===== config.mk =====
export PLATFORM = sky130hd
export DESIGN_NAME = ram_arb
export DESIGN_NICKNAME = d
export VERILOG_FILES = /design/src/rtl/ram_arb.sv
export SDC_FILE = /design/constraint.sdc
export NUM_CORES = 1
export LEC_CHECK = 0
export BUFFER_PORTS_ARGS = -buffer_cell sky130_fd_sc_hd__buf_2
export CAP_MARGIN = 20
export CORE_ASPECT_RATIO = 0.6
export CORE_MARGIN = 5
export CORE_UTILIZATION = 37
export CTS_BUF_LIST = sky130_fd_sc_hd__clkbuf_4 sky130_fd_sc_hd__clkbuf_8
export DETAILED_ROUTE_END_ITERATION = 16
export PLACE_DENSITY = 0.86
export SLEW_MARGIN = 10
export SYNTH_ARGS = -nofsm -noshare
export SYNTH_HDL_FRONTEND = slang
export SYNTH_SLANG_ARGS = --single-unit
export TNS_END_PERCENT = 10

===== constraint.sdc =====
create_clock -name clk -period 2.4 [get_ports clk]
set_input_delay 0.12 -clock clk [delete_from_list [all_inputs] [get_ports clk]]
set_output_delay 0.12 -clock clk [all_outputs]
set_load 0.005 [all_outputs]

===== src/rtl/ram_arb.sv =====
// Two-requester arbiter in front of a single-port synchronous-read data RAM, with lock-based ownership.
// Define RAM_ARB_RR_EN for round-robin conflict resolution; fixed priority (requester 0) otherwise.
module ram_arb #(
  parameter int DW = 16,
  parameter int AW = 13
) (
  input  logic          clk,
  input  logic          rst,
  input  logic          m0_req,
  input  logic          m0_we,
  input  logic          m0_lock,
  input  logic [AW-1:0] m0_addr,
  input  logic [DW-1:0] m0_din,
  output logic          m0_gnt,
  output logic          m0_rvalid,
  output logic [DW-1:0] m0_dout,
  input  logic          m1_req,
  input  logic          m1_we,
  input  logic          m1_lock,
  input  logic [AW-1:0] m1_addr,
  input  logic [DW-1:0] m1_din,
  output logic          m1_gnt,
  output logic          m1_rvalid,
  output logic [DW-1:0] m1_dout,
  output logic          ram_we,
  output logic [AW-1:0] ram_addr,
  output logic [DW-1:0] ram_din,
  input  logic [DW-1:0] ram_dout
);

  typedef enum logic [1:0] {IDLE, OWN0, OWN1} state_t;

  state_t        state;
  logic          last_r;
  logic [AW-1:0] addr_hold;
  logic          vld0_p1;
  logic          vld1_p1;
  logic          win0;

  always_comb begin
`ifdef RAM_ARB_RR_EN
    win0 = last_r;
`else
    // last_r is still tracked but never steers fixed-priority arbitration
    win0 = last_r | 1'b1;
`endif
  end

  always_comb begin
    m0_gnt = 1'b0;
    m1_gnt = 1'b0;
    case (state)
      OWN0: m0_gnt = m0_req;
      OWN1: m1_gnt = m1_req;
      default: begin
        if (m0_req && m1_req) begin
          m0_gnt = win0;
          m1_gnt = ~win0;
        end else begin
          m0_gnt = m0_req;
          m1_gnt = m1_req;
        end
      end
    endcase
  end

  // Idle cycles park the address so the RAM read register does not move
  always_comb begin
    ram_we   = 1'b0;
    ram_addr = addr_hold;
    ram_din  = '0;
    if (m0_gnt) begin
      ram_we   = m0_we;
      ram_addr = m0_addr;
      ram_din  = m0_din;
    end else if (m1_gnt) begin
      ram_we   = m1_we;
      ram_addr = m1_addr;
      ram_din  = m1_din;
    end
  end

  // Stage 0 -> 1: grant registered into ownership state and read-valid strobes
  always_ff @(posedge clk or negedge rst) begin
    if (!rst) begin
      state     <= IDLE;
      last_r    <= 1'b1;
      addr_hold <= '0;
      vld0_p1   <= 1'b0;
      vld1_p1   <= 1'b0;
    end else begin
      vld0_p1 <= m0_gnt & ~m0_we;
      vld1_p1 <= m1_gnt & ~m1_we;
      if (m0_gnt || m1_gnt)
        addr_hold <= ram_addr;
      case (state)
        IDLE: begin
          if (m0_gnt) begin
            last_r <= 1'b0;
            if (m0_lock)
              state <= OWN0;
          end else if (m1_gnt) begin
            last_r <= 1'b1;
            if (m1_lock)
              state <= OWN1;
          end
        end
        OWN0: if (!m0_lock) state <= IDLE;
        OWN1: if (!m1_lock) state <= IDLE;
        default: state <= IDLE;
      endcase
    end
  end

  assign m0_rvalid = vld0_p1;
  assign m1_rvalid = vld1_p1;
  assign m0_dout   = ram_dout;
  assign m1_dout   = ram_dout;

endmodule


==> flow_summary.ini, run 1 <==
[yosys]
ys_warn_count = 0
ys_seq_area_frac = 0.283
synth_edf_count = 0
yosysMostFrequentCell = buf_4
synth-async-reset-ratio = 1.00
synthesis.area_mm2 = 0.00150
ys_types = 27
synthTopCellsByCount = 32 x buf_4, 27 x a2bb2oi_1, 17 x a22o_1, 17 x dfrtp_1, 13 x a32oi_1
netlist_instances = 161
netlist_top_cells_area = dfrtp_1 28%, buf_4 16%, a2bb2oi_1 16%
syn_nets = 246
ys_ff_latch = 17
syn_area_per_cell_um2 = 9.33
synth_top_cell_area_share = 0.283
yosysTopAreaCell = dfrtp_1
synth-main-ff-cell = dfrtp_1

[sta]
slew_headroom = 0.679
post-route-period-util = 0.917
setup_ws_ps = 200
worst_hold_slack_ps = 43.3
finalSetupTns_ps = 0
rsz0062_at_grt = false
max_slew.worst_pin.slew_ps = 482
finalHoldViolations = 0
setup_viol = 0
finalCriticalPeriod_ps = 2200
fmax_mhz = 454
maxSlewViolCount = 0
clock_skew_ps = 1.97

[floorplanning]
fp.dieH_um = 59.3
rows = 17
core-area_mm2 = 0.00379
boundaryPins = 148
dieArea_mm2 = 0.00547
die_x_um = 92.2
start_util = 0.397

[detailed_routing]
totalWireLength_um = 4570
wl_per_cell_um = 16.9
ant_nets = 0
drt_iter0_markers = 121
via_per_inst = 5.57
dr.pass1.iters = 4
drc = 0
via_count = 1509

[cts]
h-tree-depth = 1
cts_tree = yes
clk_latency_ps = 250
cts-root-buf = clkbuf_8
cts_buffers = 3
clk_path_buf_depth = 2
clkSlewWorstSetupHoldPaths_ps = 70
clock_sinks = 17
cts_setup_buffers = 0

[pwr]
power_leakage_nw = 0.943
p_seq_frac = 0.203
ir_drop_uv = 496
p_sw_mw = 0.985
internal_power_mw = 1.27
combPwrFrac = 0.697
pwr_density_cell_mw_per_mm2 = 1230
sw_frac_of_total = 0.436
pwr-share-clk = 0.100
power_mw = 2.26

[place]
hpwl_um = 3710
place_area_mm2 = 0.00178
pre_cts_slack_ps = 392
gp_congestion = 0.818
placement.io_buffers = 99

[global_routing]
grt_max_degree = 21
grtUsageTotal = 0.154
grt_pass1_wl_um = 6890
first_global_vias = 1395
grt_overflow = 0
grt_antenna_before_repair = 0

[critical_path]
crit_chain = inv_1 > ha_1 > and2b_2 > a211oi_4 > buf_4 > a22o_1 > buf_2
crit_path_end_kind = output port
critPathArrivalTime_ps = 2080
path_class = register to output port
max_stage_delay_ps = 370
cp_max_fo = 17
crit_path_start_kind = register
cp.required_ps = 2280
critPathSlowestCell = dfrtp_1

[final_layout]
area_growth_pct = 22.6
layout.nets = 310
design_area_mm2 = 0.00184
diodes = 0
drive_gt1_frac = 0.504

[run]
drv_cap = 0

[min_path]
hp-class = primary input to register

[status]
run_status = complete, no violations
-- worst paths after layout --
check / start / end / slack (ps) / cells past startpoint
max: state[0] / ram_din[3] / 200 / 7
min: m0_we / m0_rvalid / 40 / 2
max reg2reg: state[0] / state[0] / 560 / 6
min reg2reg: addr_hold[2] / addr_hold[2] / 560 / 2
max in group asynchronous: rst / addr_hold[1] / 1790 / 2
min in group asynchronous: rst / addr_hold[5] / 340 / 2
-- sequential cells by signal (all words and copies together) (netlist names) --
| name | cells |
|---|---|
| addr_hold | 13 |
| state | 2 |
| m1_rvalid | 1 |
| m0_rvalid | 1 |
-- timing repair --
| action | in CTS | in global routing |
|---|---|---|
| setup endpoints to repair | 0 | 27 |
| gates resized for setup | 0 | 2 |
| hold buffers | 1 | 0 |
| hold endpoints to repair | 17 | 0 |
-- kinds of logic (layout without fill, tap and decap cells) --
| family | count (synthesis) | in the layout | synth area share |
|---|---|---|---|
| buf+inv | 49 | 112 | 0.215 |
| compound gates | 77 | 77 | 0.418 |
| fa+ha+maj | 3 | 3 | 0.0250 |
| flops | 17 | 17 | 0.283 |
| simple gates | 15 | 15 | 0.0592 |
-- layer usage --
metal  vias up  wire length [um]  GRT usage
li1        718                 -          -
met1       701              1850      0.194
met2        88              2170      0.259
met3         2               538     0.0635
met4         0                19     0.0190
met5         -                 0          0
-- cells in the final DEF (no fill, tap or decap), drive strengths merged --
| master | n |
|---|---|
| a211o | 1 |
| a211oi | 2 |
| a21boi | 1 |
| a22o | 17 |
| a22oi | 1 |
| a2bb2oi | 27 |
| a31oi | 1 |
| a32oi | 13 |
| and2 | 1 |
| and2b | 2 |
| and4bb | 1 |
| buf | 103 |
| clkbuf | 4 |
| dfrtp | 17 |
| dlygate4sd3 | 1 |
| ha | 3 |
| inv | 4 |
| nand2 | 5 |
| nand2b | 2 |
| nor2 | 3 |
| nor3 | 1 |
| o21ai | 14 |
-- cell type report --
cell class / count / area (um2)
clock buffers: 4 / 48.8
fillers: 367 / 1950
inverters: 4 / 15.0
multi-input cells: 95 / 757
flip-flops and latches: 17 / 425
well taps: 47 / 58.8
repair buffers: 104 / 536
-- per-stage QoR --
stage,util,instances
after floorplan,-,161
after global placement,0.470,266
after detailed placement,0.470,266
after CTS,0.485,271
after global routing,0.486,271
final,0.486,271
-- power groups by stage --
stage	sequential (mW)	combinational [mW]	clock (mW)
6_report	0.458	1.57	0.226
5_1_grt	0.471	1.74	0.243
4_1_cts	0.459	1.57	0.229
3_5_place_dp	0.465	1.56	0
3_3_place_gp	0.456	1.51	0
2_1_floorplan	0.452	1.10	0
-- worst max-delay path: cells and delay by family (launching register included) --
| kind | cells | cell delay, ps |
|---|---|---|
| flip-flops | 1 | 370 |
| buffers and inverters | 3 | 440 |
| adder cells (fa/ha/maj) | 1 | 370 |
| AND/OR/NAND/NOR | 1 | 290 |
| AO/OA/AOI/OAI | 2 | 360 |
(Power assumes the default switching activity.)
==> run 2, diff against run 1 <==
BUFFER_PORTS_ARGS = -buffer_cell sky130_fd_sc_hd__buf_4   (was -buffer_cell sky130_fd_sc_hd__buf_2)
==> run 2 against run 1 <==
Final area rose by 13%. First-iteration DRC count shrank 57%. Hold slack worse by 3.6 ps. Sequential power about the same. Utilization rose by 6.3 points. Die area is the same. Cell count decreased by 0.37%. Worst setup slack got worse by 62 ps.
==> flow_summary.ini, run 2 (synthesis results as in run 1) <==
[min_path]
hp-class = primary input to register
hold_path_depth = 2

[final_layout]
final_cell_mix = 102 x buf_4, 27 x a2bb2oi_1, 17 x a22o_1, 17 x dfrtp_1, 13 x a32oi_1
largest_register = addr_hold
largestRegisters = addr_hold (13), state (2)
drive_gt1_frac = 0.502
design_area_mm2 = 0.00208
nFillCells = 342
diodes = 0
final_common_cell = buf_4
largest_reg_flops = 13
layout.nets = 309
area_growth_pct = 38.6

[floorplanning]
fp.dieH_um = 59.3
core-area_mm2 = 0.00379
die_x_um = 92.2
start_util = 0.397
rows = 17
dieArea_mm2 = 0.00547
boundaryPins = 148

[detailed_routing]
ant_nets = 0
wl_per_cell_um = 17.3
via_per_inst = 5.57
via_count = 1503
drc = 0
dr.pass1.iters = 4
drt_iter0_markers = 52
totalWireLength_um = 4670

[cts]
cts_tree = yes
cts_buffers = 3
clk_latency_ps = 250
cts_setup_buffers = 0
clkSlewWorstSetupHoldPaths_ps = 60
h-tree-depth = 1
clock_sinks = 17
cts-root-buf = clkbuf_8
clk_path_buf_depth = 2

[pwr]
power_mw = 2.42
pwr_density_cell_mw_per_mm2 = 1160
power_leakage_nw = 1.02
ir_drop_uv = 604

[place]
gp_congestion = 0.757
hpwl_um = 3760
placement.io_buffers = 99
pre_cts_slack_ps = 340
place_area_mm2 = 0.00202

[sta]
finalCriticalPeriod_ps = 2260
clock_skew_ps = 2.07
maxSlewViolCount = 0
rsz0062_at_grt = false
fmax_mhz = 442
finalSetupTns_ps = 0
max_slew.worst_pin.slew_ps = 496
setup_viol = 0
post-route-period-util = 0.943
slew_headroom = 0.670
setup_ws_ps = 138
finalHoldViolations = 0

[run]
drv_cap = 0

[critical_path]
cp_max_fo = 17
critPathArrivalTime_ps = 2140
crit_path_start_kind = register
cp.required_ps = 2280
reg2reg_depth = 6
path_class = register to output port
crit_path_end_kind = output port

[global_routing]
grtUsageTotal = 0.162
grt_pass1_wl_um = 7180
grt_overflow = 0
grt_max_degree = 21
grt_antenna_before_repair = 0
first_global_vias = 1439

[status]
run_status = complete, no violations
run 2: cell types whose count changed in the layout (fill, tap and decap cells not counted):
cell   before  now
buf_4       4  102
buf_2      99    0
run 2: per-stage QoR:
| step | instances | hold slack, ps | utilization |
|---|---|---|---|
| 2_1_floorplan | 161 | -176 | - |
| 3_3_place_gp | 265 | -5.90 | 0.533 |
| 3_5_place_dp | 265 | -3.69 | 0.533 |
| 4_1_cts | 270 | 36.6 | 0.549 |
| 5_1_grt | 270 | 35.3 | 0.550 |
| 6_report | 270 | 39.7 | 0.550 |
run 2: timing repair:
item                                    CTS  global route
hold buffers                              1             0
hold endpoints to repair                 17             0
resized for setup                         0             2
endpoints found under the setup margin    0            27
run 2: where the power goes:
group | switching [mW] | internal (mW)
Sequential | 0.0373 | 0.421
Clock | 0.0916 | 0.129
Combinational | 0.862 | 0.880
run 2: per-layer routing:
| metal | share of wire | global-route usage | wire, um |
|---|---|---|---|
| met2 | 0.49 | 0.285 | 2280 |
| met3 | 0.092 | 0.0571 | 429 |
| met4 | 0.0051 | 0.0338 | 24 |
| met1 | 0.41 | 0.195 | 1940 |
| met5 | 0 | 0 | 0 |
run 2: final cells by class:
type / count / area, um2 / area share
Inverter: 4 / 15.0 / 0.00722
Sequential cell: 17 / 425 / 0.204
Multi-Input combinational cell: 95 / 757 / 0.364
Clock buffer: 4 / 48.8 / 0.0235
Timing Repair Buffer: 103 / 776 / 0.373
Tap cell: 47 / 58.8 / 0.0283
run 2: worst max-delay path, stage by stage (launching register included):
cell and delay, ps:
dfrtp_1 370, inv_1 80, ha_1 370, and2b_2 340, a211oi_4 220, buf_4 240, a22o_1 160, buf_4 100
run 2: worst paths after layout:
check                               end  slack, ps     start
setup / recovery             ram_din[6]        140  state[0]
hold / removal                m1_rvalid         40     m1_we
setup reg to reg               state[0]        580  state[0]
hold reg to reg                state[0]        560  state[0]
max in group asynchronous  addr_hold[4]       1910       rst
min in group asynchronous     m1_rvalid        300       rst
